<file path="config.mk">
export PLATFORM = sky130hd
export DESIGN_NAME = multicycle_decoder
export DESIGN_NICKNAME = d
export VERILOG_FILES = /design/src/rtl/multicycle_decoder.sv
export SDC_FILE = /design/constraint.sdc
export NUM_CORES = 1
export LEC_CHECK = 0
export ABC_CLOCK_PERIOD_IN_PS = 1500
export CAP_MARGIN = 20
export CORE_AREA = 2 2 63 71
export DETAILED_ROUTE_END_ITERATION = 10
export DIE_AREA = 0 0 65 73
export PLACE_DENSITY = 0.56
export SLEW_MARGIN = 20
export SYNTH_ARGS = -nofsm -noshare
export SYNTH_HDL_FRONTEND = slang
export SYNTH_SLANG_ARGS = --single-unit
</file>
<file path="constraint.sdc">
create_clock -name clk -period 1.5 [get_ports clk]
set_clock_uncertainty 0.15 [all_clocks]
set_input_delay 0.225 -clock clk [delete_from_list [all_inputs] [get_ports clk]]
set_output_delay 0.225 -clock clk [all_outputs]
set_load 0.05 [all_outputs]
</file>
<file path="src/rtl/multicycle_decoder.sv">
`default_nettype none
// +----------------------------------------------------------------------------+
// | Module      : multicycle_decoder                                           |
// | Description : FSM control unit for the multicycle ARM-subset core.         |
// |               Sequences FETCH / DECODE / EXECUTE / WRITEBACK so that one   |
// |               ALU and one memory are shared.  It adds a parametrised       |
// |               multi-cycle MUL wait and gates every architectural write     |
// |               with the condition latched at DECODE.  It also flags         |
// |               unsupported instructions.                                    |
// | Revision    : 1.0  initial release                                         |
// +----------------------------------------------------------------------------+
// | Parameters                                                                 |
// |   ALUCTRL_W   width of ALUControl (encodings occupy the low 3 bits, >= 3)  |
// |   MUL_CYCLES  cycles spent in MULWAIT, legal range 1..15                   |
// | Ports                                                                      |
// |   clk         core clock, rising edge                                      |
// |   reset       synchronous, active-low                                      |
// |   Op          Instr[27:26]                                                 |
// |   Funct       Instr[25:20]: [5]=I, [4:1]=cmd, [0]=S (L for memory ops)     |
// |   Rd          Instr[15:12]                                                 |
// |   Mul         Instr[7:4], 4'b1001 marks MUL                                |
// |   CondEx      condition pass, valid in DECODE                              |
// |   IRWrite     load instruction register                                    |
// |   AdrSrc      memory address select (0 = PC, 1 = ALUOut)                   |
// |   PCWrite     load PC from Result                                          |
// |   RegW        register-file write                                          |
// |   MemW        data-memory write                                            |
// |   ResultSrc   00 ALUOut reg, 01 read data, 10 ALU direct                   |
// |   ALUSrcA     0 reg A, 1 PC                                                |
// |   ALUSrcB     00 reg B, 01 ExtImm, 10 constant 4                           |
// |   ALUControl  000 ADD, 001 SUB, 010 AND, 011 ORR, 100 MUL, 101 MOV         |
// |   ImmSrc      00 8-bit DP imm, 01 12-bit mem, 10 24-bit branch             |
// |   FlagW       [1] update N,Z  [0] update C,V                               |
// |   MulStart    one-cycle pulse on the first MULWAIT cycle                   |
// |   BL          link write request in BRANCH                                 |
// |   Illegal     one-cycle pulse for an unsupported instruction               |
// |   State       current state encoding (debug)                               |
// +----------------------------------------------------------------------------+
module multicycle_decoder #(
  parameter int ALUCTRL_W  = 3,
  parameter int MUL_CYCLES = 4
) (
  input  logic                 clk,
  input  logic                 reset,
  input  logic [1:0]           Op,
  input  logic [5:0]           Funct,
  input  logic [3:0]           Rd,
  input  logic [3:0]           Mul,
  input  logic                 CondEx,
  output logic                 IRWrite,
  output logic                 AdrSrc,
  output logic                 PCWrite,
  output logic                 RegW,
  output logic                 MemW,
  output logic [1:0]           ResultSrc,
  output logic                 ALUSrcA,
  output logic [1:0]           ALUSrcB,
  output logic [ALUCTRL_W-1:0] ALUControl,
  output logic [1:0]           ImmSrc,
  output logic [1:0]           FlagW,
  output logic                 MulStart,
  output logic                 BL,
  output logic                 Illegal,
  output logic [3:0]           State
);

  // State encodings (visible on the State debug port)
  localparam logic [3:0] S_FETCH   = 4'd0;
  localparam logic [3:0] S_DECODE  = 4'd1;
  localparam logic [3:0] S_MEMADR  = 4'd2;
  localparam logic [3:0] S_MEMRD   = 4'd3;
  localparam logic [3:0] S_MEMWB   = 4'd4;
  localparam logic [3:0] S_MEMWR   = 4'd5;
  localparam logic [3:0] S_EXECR   = 4'd6;
  localparam logic [3:0] S_EXECI   = 4'd7;
  localparam logic [3:0] S_ALUWB   = 4'd8;
  localparam logic [3:0] S_BRANCH  = 4'd9;
  localparam logic [3:0] S_MULWAIT = 4'd10;
  localparam logic [3:0] S_ILLEGAL = 4'd11;

  // Data-processing cmd field values
  localparam logic [3:0] CMD_AND = 4'b0000;
  localparam logic [3:0] CMD_SUB = 4'b0010;
  localparam logic [3:0] CMD_ADD = 4'b0100;
  localparam logic [3:0] CMD_CMP = 4'b1010;
  localparam logic [3:0] CMD_ORR = 4'b1100;
  localparam logic [3:0] CMD_MOV = 4'b1101;

  // ALU operation encodings
  localparam logic [2:0] ALU_ADD = 3'b000;
  localparam logic [2:0] ALU_SUB = 3'b001;
  localparam logic [2:0] ALU_AND = 3'b010;
  localparam logic [2:0] ALU_ORR = 3'b011;
  localparam logic [2:0] ALU_MUL = 3'b100;
  localparam logic [2:0] ALU_MOV = 3'b101;

  // First value of the MULWAIT down-counter; the wait ends when it reaches 0
  localparam logic [3:0] MUL_INIT = 4'(MUL_CYCLES - 1);

  // Registered state
  logic [3:0] r_state;
  logic [3:0] r_mul_cnt;
  logic       r_cond_q;

  // Instruction field aliases
  logic [3:0] w_cmd;
  logic       w_s;
  logic       w_is_mul;

  // Data-processing decode
  logic       w_cmd_ok;
  logic [2:0] w_alu_dp;
  logic       w_arith;
  logic       w_nowrite;

  logic [3:0] w_next;

  // Unregistered control outputs before the reset gate
  logic       w_irwrite;
  logic       w_adrsrc;
  logic       w_pcwrite;
  logic       w_regw;
  logic       w_memw;
  logic [1:0] w_resultsrc;
  logic       w_alusrca;
  logic [1:0] w_alusrcb;
  logic [2:0] w_alu;
  logic [1:0] w_immsrc;
  logic [1:0] w_flagw;
  logic       w_mulstart;
  logic       w_bl;
  logic       w_illegal;
  logic [3:0] w_state;

  assign w_cmd = Funct[4:1];
  assign w_s   = Funct[0];

  // MUL shares the AND cmd slot; it is told apart by the register-form
  // encoding together with Instr[7:4] = 1001.
  assign w_is_mul = (Op == 2'b00) && !Funct[5] && (w_cmd == CMD_AND) &&
                    (Mul == 4'b1001);

  always_comb begin
    w_cmd_ok  = 1'b0;
    w_alu_dp  = ALU_ADD;
    w_arith   = 1'b0;
    w_nowrite = 1'b0;
    case (w_cmd)
      CMD_ADD: begin w_cmd_ok = 1'b1; w_alu_dp = ALU_ADD; w_arith = 1'b1; end
      CMD_SUB: begin w_cmd_ok = 1'b1; w_alu_dp = ALU_SUB; w_arith = 1'b1; end
      CMD_AND: begin w_cmd_ok = 1'b1; w_alu_dp = ALU_AND; end
      CMD_ORR: begin w_cmd_ok = 1'b1; w_alu_dp = ALU_ORR; end
      CMD_MOV: begin w_cmd_ok = 1'b1; w_alu_dp = ALU_MOV; end
      // CMP is a SUB that only updates flags
      CMD_CMP: begin
        w_cmd_ok  = 1'b1;
        w_alu_dp  = ALU_SUB;
        w_arith   = 1'b1;
        w_nowrite = 1'b1;
      end
      default: begin
        w_cmd_ok  = 1'b0;
        w_alu_dp  = ALU_ADD;
      end
    endcase
  end

  // Next-state logic
  always_comb begin
    w_next = S_FETCH;
    case (r_state)
      S_FETCH:  w_next = S_DECODE;
      S_DECODE: begin
        case (Op)
          2'b01:   w_next = S_MEMADR;
          2'b10:   w_next = S_BRANCH;
          2'b00: begin
            if (w_is_mul)
              w_next = S_MULWAIT;
            else if (w_cmd_ok)
              w_next = Funct[5] ? S_EXECI : S_EXECR;
            else
              w_next = S_ILLEGAL;
          end
          default: w_next = S_ILLEGAL;
        endcase
      end
      S_MEMADR:  w_next = Funct[0] ? S_MEMRD : S_MEMWR;
      S_MEMRD:   w_next = S_MEMWB;
      S_MEMWB:   w_next = S_FETCH;
      S_MEMWR:   w_next = S_FETCH;
      S_EXECR:   w_next = S_ALUWB;
      S_EXECI:   w_next = S_ALUWB;
      S_MULWAIT: w_next = (r_mul_cnt == 4'd0) ? S_ALUWB : S_MULWAIT;
      S_ALUWB:   w_next = S_FETCH;
      S_BRANCH:  w_next = S_FETCH;
      S_ILLEGAL: w_next = S_FETCH;
      default:   w_next = S_FETCH;   // unused encodings recover to FETCH
    endcase
  end

  // State, MUL counter and latched condition
  always_ff @(posedge clk) begin
    if (!reset) begin
      r_state   <= S_FETCH;
      r_mul_cnt <= 4'd0;
      r_cond_q  <= 1'b0;
    end else begin
      r_state <= w_next;
      if (r_state == S_DECODE)
        r_cond_q <= CondEx;
      if ((r_state == S_DECODE) && (w_next == S_MULWAIT))
        r_mul_cnt <= MUL_INIT;
      else if ((r_state == S_MULWAIT) && (r_mul_cnt != 4'd0))
        r_mul_cnt <= r_mul_cnt - 4'd1;
    end
  end

  // Output decode
  always_comb begin
    w_irwrite   = 1'b0;
    w_adrsrc    = 1'b0;
    w_pcwrite   = 1'b0;
    w_regw      = 1'b0;
    w_memw      = 1'b0;
    w_resultsrc = 2'b00;
    w_alusrca   = 1'b0;
    w_alusrcb   = 2'b00;
    w_alu       = ALU_ADD;
    w_immsrc    = 2'b00;
    w_flagw     = 2'b00;
    w_mulstart  = 1'b0;
    w_bl        = 1'b0;
    w_illegal   = 1'b0;
    w_state     = r_state;

    case (r_state)
      S_FETCH: begin
        // PC <= PC + 4 straight from the ALU while the IR loads
        w_irwrite   = 1'b1;
        w_pcwrite   = 1'b1;
        w_alusrca   = 1'b1;
        w_alusrcb   = 2'b10;
        w_resultsrc = 2'b10;
      end
      S_DECODE: begin
        // Forms PC + 8 for reads of R15
        w_alusrca = 1'b1;
        w_alusrcb = 2'b10;
      end
      S_MEMADR: begin
        w_alusrcb = 2'b01;
        w_immsrc  = 2'b01;
      end
      S_MEMRD: begin
        w_adrsrc = 1'b1;
      end
      S_MEMWB: begin
        w_resultsrc = 2'b01;
        w_regw      = r_cond_q;
      end
      S_MEMWR: begin
        w_adrsrc = 1'b1;
        w_memw   = r_cond_q;
      end
      S_EXECR, S_EXECI: begin
        w_alusrcb  = (r_state == S_EXECI) ? 2'b01 : 2'b00;
        w_alu      = w_alu_dp;
        w_flagw[1] = w_s & r_cond_q;
        w_flagw[0] = w_s & r_cond_q & w_arith;
      end
      S_MULWAIT: begin
        w_alu = ALU_MUL;
        // The counter only moves down, so holding its initial value
        // identifies the first MULWAIT cycle (also when MUL_CYCLES = 1).
        w_mulstart = (r_mul_cnt == MUL_INIT);
        w_flagw[1] = (r_mul_cnt == 4'd0) & w_s & r_cond_q;
      end
      S_ALUWB: begin
        w_resultsrc = 2'b00;
        w_regw      = r_cond_q & ~w_nowrite;
        // A register write to R15 is a jump
        w_pcwrite   = r_cond_q & ~w_nowrite & (Rd == 4'd15);
      end
      S_BRANCH: begin
        w_alusrca   = 1'b1;
        w_alusrcb   = 2'b01;
        w_immsrc    = 2'b10;
        w_resultsrc = 2'b10;
        w_pcwrite   = r_cond_q;
        w_bl        = r_cond_q & Funct[4];
      end
      S_ILLEGAL: begin
        w_illegal = 1'b1;
      end
      default: begin
        w_illegal = 1'b0;
      end
    endcase

    // Reset is applied combinationally so every output is already quiet
    // in the cycle reset is asserted, before the state register reacts.
    if (!reset) begin
      w_irwrite   = 1'b0;
      w_adrsrc    = 1'b0;
      w_pcwrite   = 1'b0;
      w_regw      = 1'b0;
      w_memw      = 1'b0;
      w_resultsrc = 2'b00;
      w_alusrca   = 1'b0;
      w_alusrcb   = 2'b00;
      w_alu       = 3'b000;
      w_immsrc    = 2'b00;
      w_flagw     = 2'b00;
      w_mulstart  = 1'b0;
      w_bl        = 1'b0;
      w_illegal   = 1'b0;
      w_state     = 4'd0;
    end
  end

  assign IRWrite   = w_irwrite;
  assign AdrSrc    = w_adrsrc;
  assign PCWrite   = w_pcwrite;
  assign RegW      = w_regw;
  assign MemW      = w_memw;
  assign ResultSrc = w_resultsrc;
  assign ALUSrcA   = w_alusrca;
  assign ALUSrcB   = w_alusrcb;
  assign ImmSrc    = w_immsrc;
  assign FlagW     = w_flagw;
  assign MulStart  = w_mulstart;
  assign BL        = w_bl;
  assign Illegal   = w_illegal;
  assign State     = w_state;

  // Wider ALUControl buses carry the 3-bit encoding zero-extended
  generate
    if (ALUCTRL_W > 3) begin : g_alu_pad
      assign ALUControl = {{(ALUCTRL_W-3){1'b0}}, w_alu};
    end else begin : g_alu_exact
      assign ALUControl = w_alu[ALUCTRL_W-1:0];
    end
  endgenerate

endmodule
`default_nettype wire

</file>
# Yosys cells after proc, flatten, opt, wreduce, memory -nomap -nowiden
# Index checks and enable logic that the tools add are counted.
# W data, S select, Z words.
word_totals:
  ff_bits: 9
  inputBits: 19
  output_inout_bits: 24
  elab_cells: 102
op_classes:
  n_addsub: 1
  n_eq_ne: 22
  n_mux: 44
  n_bitwise: 9
  n_reduce_logical: 22
op_table:
  columns: ["op", "count"]
  rows:
  - ["$eq A4 B4 Y1 const B", 10]
  - ["$pmux W4 S6", 1]
  - ["$mux W1", 22]
  - ["$eq A4 B3 Y1 const B", 5]
  - ["$eq A4 B2 Y1 const B", 4]
  - ["$mux W2", 7]
  - ["$reduce_or A2 Y1", 7]
  - ["$logic_not A4 Y1", 3]
  - ["$mux W4", 3]
  - ["$pmux W3 S4", 1]
  - ["$pmux W4 S3", 1]
  - ["$pmux W2 S2", 2]
  - ["$and A1 B1 Y1", 7]
  - ["$mux W3", 2]
  - ["$pmux W2 S3", 1]
  - ["$pmux W3 S2", 1]
  - ["$reduce_or A3 Y1", 2]
  - ["$reduce_or A6 Y1", 1]
  - ["$logic_and A1 B1 Y1", 5]
  - ["$eq A4 B1 Y1 const B", 1]
  - ["$pmux W1 S2", 2]
  - ["$reduce_bool A4 Y1", 1]
  - ["$sub A4 B1 Y4 const B", 1]
  - ["$pmux W1 S3", 1]
  - ["6 further kinds", 7]

# Longest topological paths before layout
# Gate-level depths: netlist (run 1).
logic_depth:
  depth_word: 10
  mapped_depth: 6
  depth_no_buf: 6

# Least setup slack after synthesis (run 1)
# Ideal clock, no wire load.
synth_timing:
  kind: "reg2out"
  start: "reg r_state[2]"
  end: "out FlagW[0]"
  arrival_ps: 2374
  required_time_ps: 1125
  slack_ps: -1249
  stages_incl_launch_ff: 5
  path_buffers: 1
  path_cell_list: "dfxtp_1 buf_6 nor2b_1 nand2_1 nor4_1"
synth_between:
  elab_chain_cells: 4
  word_cells_on_any_way: 5
  classes_between: "eq/ne: 2; mux: 2; reduce/logical: 1"
synth_rtl:
  columns: ["element", "line", "text"]
  rows:
  - ["from (decl)", "101", "logic [3:0] r_state;"]
  - ["from (signal assigned)", "209", "r_state <= w_next;"]
  - ["$eq A4 B3 Y1", "237", "case (r_state)"]
  - ["$reduce_or A2 Y1 (no source line) (*)", null, null]
  - ["$mux W1 (*)", "237", null]
  - ["$mux W2 (*)", "303", "if (!reset) begin"]
  - ["to (decl)", "60", "output logic [1:0] FlagW,"]
# Mark *: on every way between the ends. The rest lies on a longest branch, timed or not.

# Worst setup path in the final report (run 1)
layout_timing:
  start: "reg r_state[2]"
  end: "out ResultSrc[0]"
layout_between:
  elab_chain_cells: 4
  word_cells_on_any_way: 6
  classes_between: "eq/ne: 2; mux: 2; reduce/logical: 2"
layout_rtl:
  columns: ["element", "line", "text"]
  rows:
  - ["$eq A4 B4 Y1 or $logic_not A4 Y1 (tied branches)", "237", null]
  - ["$reduce_or A2 Y1 (no source line)", null, null]
  - ["$pmux W2 S2 (*)", "237", null]
  - ["$mux W2 (*)", "303", null]
  - ["to (decl)", "55", "output logic [1:0] ResultSrc,"]
# Marks and branches as above.

==> results of run 1 <==
-- placed cells by master (no fill, tap or decap), drive strengths merged, types with 3 or more instances in the layout --
master | Yosys | routed
dlygate4sd2 | 0 | 9
nand2b | 3 | 3
nand3 | 4 | 4
nor3 | 5 | 5
nand3b | 3 | 3
nand2 | 12 | 12
buf | 3 | 83
a31oi | 4 | 4
o21ai | 9 | 9
a21oi | 9 | 9
clkbuf | 5 | 4
clkdlybuf4s50 | 0 | 8
and2 | 6 | 6
dfxtp | 9 | 9
inv | 8 | 6
nor2b | 4 | 4
nor4 | 5 | 5
nor2 | 18 | 18
-- worst min-delay path: stages --
cell	delay, ps
clkdlybuf4s15_2	230
buf_4	170
o21ai_4	70
nor2_1	40
-- layer usage --
| metal | vias to the layer above | share of wire, % | global-route usage (%) |
|---|---|---|---|
| li1 | 693 | - | - |
| met1 | 691 | 38 | 20.47 |
| met2 | 41 | 57 | 36.08 |
| met3 | 5 | 3.9 | 2.006 |
| met4 | 0 | 1.2 | 5.910 |
| met5 | - | 0 | 0 |
-- how the worst min path moves through the flow --
stage | to | cells after the start
6_report | r_state[3]$_SDFF_PN0_ | 4
5_1_grt | r_state[3]$_SDFF_PN0_ | 4
4_1_cts | r_state[3]$_SDFF_PN0_ | 4
3_5_place_dp | r_cond_q$_SDFFE_PN0P_ | 2
3_3_place_gp | r_cond_q$_SDFFE_PN0P_ | 2
2_1_floorplan | r_cond_q$_SDFFE_PN0P_ | 2
-- cells by family after synthesis --
family                   synth area share [%]
flip-flops                              18.63
AND/OR/NAND/NOR                         42.82
AO/OA/AOI/OAI                           22.90
multiplexers                            2.199
XOR/XNOR                                2.717
adder cells (fa/ha/maj)                 2.587
buffers and inverters                   8.151
-- layout make-up --
| cell class | count | area, µm² |
|---|---|---|
| multi-input combinational | 112 | 1207 |
| sequential | 9 | 198.9 |
| clock buffer | 4 | 45.04 |
| inverter | 8 | 37.54 |
| timing repair buffer | 102 | 1222 |
| tap | 54 | 67.56 |
| fill | 317 | 1319 |
-- registers in the layout, indices dropped and copies added (netlist names) --
name and flops:
r_mul_cnt 4, r_cond_q 1, r_state 4
-- repair_timing --
action                     in CTS  in global routing
pin swaps                      17                 13
buffers inserted                7                  5
cloned                          1                  0
setup endpoints to repair      32                 33
resized for setup              63                 18
-- report_power, final --
part	total [mW]	switching [mW]	internal (mW)
registers	0.292	0.0355	0.257
clock network	0.293	0.107	0.186
logic	0.912	0.437	0.475
total	1.50	0.580	0.918
-- synth_stat cells, types with 2 or more instances --
library cell	n
o21ai_0	7
o32ai_1	2
nand3b_1	3
inv_1	8
nor3b_1	2
a31oi_1	4
nor3_1	5
a21oi_1	8
nor4bb_1	2
nor4_1	5
clkbuf_1	5
dfxtp_1	9
xnor2_1	2
nor2b_1	4
o21a_1	2
nand3_1	4
ha_1	2
and2_1	6
nor2_1	17
nand2b_1	3
buf_6	2
nand2_1	12
-- stage by stage --
step	std cells	hold WS [ps]	total power, mW
floorplan	137	218.9	0.7050
global placement	274	422.4	1.008
detailed placement	274	466.9	1.019
CTS	285	380.9	1.457
global route	289	408.8	1.573
finish	289	388.8	1.498
==> flow_metrics.tcl, run 1 <==
set metrics [dict create \
    post_dp_cell_area_mm2 0.002321 \
    vdd_drop_max_uv 336.3 \
    syn-instance-count 137 \
    cts_hold_buffers 0 \
    antenna_found_initial 0 \
    period_minus_slack_ps 1867 \
    synth.top_cell.area_share_pct 18.63 \
    syn_area_um2 967.2 \
    vias 1430 \
    fp.dieH_um 73 \
    drv_cap 0 \
    drive_gt1_share_pct 71.49 \
    hold_violations 0 \
    numCtsBuffers 3 \
    rsz0062_at_grt "yes" \
    max_stage_delay_ps 390 \
    die_area_mm2 0.004745 \
    outcome "complete, but fails checks" \
    syn_nets 158 \
    slew_violations 0 \
    fin_area_mm2 0.002779 \
    r2r_cells 5 \
    r2r-end "r_mul_cnt[3]$_SDFFE_PP0P_" \
    endpoint "ResultSrc[0]" \
    grt_pass1_wl_mm 6.879 \
    numPortBuffers 42 \
    drt-wirelength-per-cell_um 14.13 \
    start_kind "flip-flop" \
    setup_ws_ps -366.6 \
    synth_area_leaders "dfxtp_1, nor2_1, nand2_1, a21oi_1, and2_1" \
    synth_ff_type "dfxtp_1" \
    violations "setup timing" \
    setup_viol 28 \
    syn_avg_cell_area_um2 7.060 \
    htree_levels 1 \
    cts.sinks 9 \
    max_freq_mhz 535.7 \
    vias_per_cell 4.948 \
    fin_nets 257 \
    track_usage_pct 18.44 \
    start_util_pct 23.60 \
    worstHoldStart "reset" \
    cts-root-buf "clkbuf_8" \
    ios 43 \
    cp-end-kind "primary output" \
    drc 0 \
    final_util_pct 67.82 \
    fp-row-count 25 \
    num_antenna_cells 0 \
    clk_pin_slew_ps 50 \
    min_period_over_period_pct 124.4 \
    slowest_stage "dfxtp_4" \
    gp_congestion 0.8069 \
    tightest_slew_ps 607.8 \
    ant_nets 0 \
    die_x_um 65 \
    wl_mm 4.084 \
    core-area_mm2 0.004098 \
    cp.required_ps 1120 \
    insertion_delay_ps 240 \
    worstPathArrival_ps 1490 \
    power.density_mw_per_mm2 539.0 \
    cp_num_buf_inv 3 \
    grt_pass1_vias 1448 \
    synth-edff-count 0 \
    clockBufferDepth 2 \
    pre_cts_ws_ps -605.1 \
    async_reset_ff_share_pct 0 \
    synth_cell_types 45 \
    cts_tree "built" \
    dp_hpwl_mm 3.146 \
    reg2reg_from "r_state[2]$_SDFF_PN0_" \
    finalSetupTns_ps -7344 \
    grt-ovfl-total 0 \
    p_leak_nw 1.056 \
    path_depth 5 \
    first_pass_iters 4 \
    yosysSeqAreaShare_pct 18.63 \
    critical_path_class "flip-flop to primary output" \
    path_cells "nor2b_4 > buf_6 > buf_6 > nor4b_4 > buf_12" \
    critPathTopFamily "simple AND/OR/NAND/NOR gates" \
    worst_path_most_repeated_cell "buf_6" \
    grt_max_degree 9 \
    startpoint "r_state[2]$_SDFF_PN0_" \
    relSlewSlack_pct 59.14 \
    synth-seq-cells 9 \
    r2r_slack_ps -350 \
    synth-warning-count 0 \
    drtIter0Drc 17 \
    yosys.area.top_type "dfxtp_1" \
    area_delta_synth_final_pct 187.3 \
    hold_path.class "primary input to flip-flop" \
    crit_fanout 6 \
]
(Power assumes the default switching activity.)
==> inputs of run 2 (changes only) <==
- CTS_CLUSTER_SIZE: not set -> 8
- GPL_ROUTABILITY_DRIVEN: not set -> 0
==> results of run 2 <==
No change in the layout: final DEF, timing and power equal those of run 1.
==> inputs of run 3 (changes only) <==
- ABC_CLOCK_PERIOD_IN_PS: 1500 -> 1900
- PLACE_DENSITY: 0.56 -> 0.54
- clock period: 1.5 -> 1.9 ns (I/O delays scaled with it)
==> flow_metrics.tcl, run 3 (synthesis gave the netlist of run 1 again) <==
set metrics [dict create \
    outcome "complete, but fails checks" \
    violations "setup timing" \
    internal_power_mw 0.6383 \
    ant_nets 0 \
    cts_tree "built" \
    reg2reg_from "r_state[3]$_SDFF_PN0_" \
    hold_path.class "flip-flop to flip-flop" \
    worstHoldStart "r_cond_q$_SDFFE_PN0P_" \
    cts.sinks 9 \
    grt_max_degree 13 \
    start_kind "flip-flop" \
    critical_path_class "flip-flop to primary output" \
    p_leak_nw 0.9554 \
    slowest_stage "dfxtp_2" \
    drc 0 \
    p_sw_mw 0.3964 \
    min_period_over_period_pct 100.4 \
    area_delta_synth_final_pct 145.7 \
    final_common_cell "buf_4" \
    dp.cells 255 \
    worstPathArrival_ps 1470 \
    holdPathStages 2 \
    post_dp_cell_area_mm2 0.001994 \
    drtIter0Drc 30 \
    power.density_mw_per_mm2 435.5 \
    die_x_um 65 \
    fin_nets 239 \
    wl_mm 3.770 \
    p_comb_share_pct 55.6 \
    grt_pass1_vias 1308 \
    drive_gt1_share_pct 58.99 \
    grt_pass1_wl_mm 5.830 \
    clk_pin_slew_ps 50 \
    antenna_found_initial 0 \
    r2r_cells 5 \
    htree_levels 1 \
    crit_fanout 5 \
    total_power_mw 1.035 \
    hold_ws_ps 457.8 \
    ios 43 \
    power_frac_seq_pct 21.6 \
    relSlewSlack_pct 74.51 \
    min_to "r_cond_q$_SDFFE_PN0P_" \
    path_cells "nor2b_4 > buf_6 > nand3_1 > nor2_1 > buf_12" \
    cp.required_ps 1460 \
    hold_violations 0 \
    finalSetupTns_ps -9.776 \
    drv_cap 0 \
    grt-ovfl-total 0 \
    vias 1324 \
    r2r-end "r_mul_cnt[3]$_SDFFE_PP0P_" \
    max_stage_delay_ps 350 \
    vdd_drop_max_uv 280.0 \
    setup_ws_ps -7.361 \
    r2r_slack_ps 50 \
    first_pass_iters 4 \
    slew_violations 0 \
    fin_cells 271 \
    insertion_delay_ps 250 \
    numCtsBuffers 3 \
    period_minus_slack_ps 1907 \
    swShare_pct 38.31 \
    rsz0062_at_grt "yes" \
    dp_hpwl_mm 2.850 \
    start_util_pct 23.60 \
    cts_hold_buffers 0 \
    fp-row-count 25 \
    die_area_mm2 0.004745 \
    vias_per_cell 4.886 \
    setup_viol 2 \
    fp.dieH_um 73 \
    reg.largest.list "r_mul_cnt (4), r_state (4), r_cond_q (1)" \
    clockBufferDepth 2 \
    tightest_slew_ps 378.4 \
    num_antenna_cells 0 \
    final_util_pct 57.98 \
    cp-end-kind "primary output" \
    layout_common_cells "buf_4, buf_12, nor2_1, buf_6, clkdlybuf4s50_1" \
    fin_area_mm2 0.002376 \
    pre_cts_ws_ps -262.1 \
    drt-wirelength-per-cell_um 13.91 \
    numPortBuffers 42 \
    track_usage_pct 15.80 \
    core-area_mm2 0.004098 \
    clockPowerShare_pct 22.8 \
    max_freq_mhz 524.3 \
    cts-root-buf "clkbuf_8" \
]
run 3: how the worst max path moves through the flow:
stage,from,end,slack (ps),depth (start not counted)
after floorplan,r_state[2]$_SDFF_PN0_,RegW,-240,5
after global placement,Funct[4],ALUControl[2],-220,6
after detailed placement,Funct[1],r_mul_cnt[3]$_SDFFE_PP0P_,-260,6
final,r_state[2]$_SDFF_PN0_,MemW,-7,5
after global routing,r_state[3]$_SDFF_PN0_,PCWrite,-50,5
after CTS,r_state[2]$_SDFF_PN0_,RegW,-40,5
run 3: what timing repair did:
action	CTS	global route
setup endpoints to repair	20	17
pin swaps	11	17
gates resized for setup	44	24
buffers inserted	8	5
run 3: final cells by class:
class | instances | area, µm²
fill | 357 | 1722
timing repair buffer | 84 | 1060
multi-input combinational | 112 | 974.7
sequential | 9 | 195.2
tap | 54 | 67.56
clock buffer | 4 | 45.04
inverter | 8 | 33.78
run 3: metal layers:
layer	global-route usage, %	up-vias	wire [µm]
met3	2.315	5	165
met4	6.383	0	53
met2	30.01	37	2036
met1	17.42	625	1515
li1	-	657	-
met5	0	-	0
run 3: power by group through the flow:
stage | logic (mW) | clock network [mW] | registers (mW)
2_1_floorplan | 0.265 | 0 | 0.215
3_3_place_gp | 0.488 | 0 | 0.222
3_5_place_dp | 0.494 | 0 | 0.222
4_1_cts | 0.538 | 0.240 | 0.224
5_1_grt | 0.607 | 0.250 | 0.225
6_report | 0.575 | 0.236 | 0.223
run 3: critical path: cells and delay by family, from the launching register on:
kind / cells / cell delay (ps)
simple gates: 3 / 570
buf+inv: 2 / 310
flops: 1 / 350
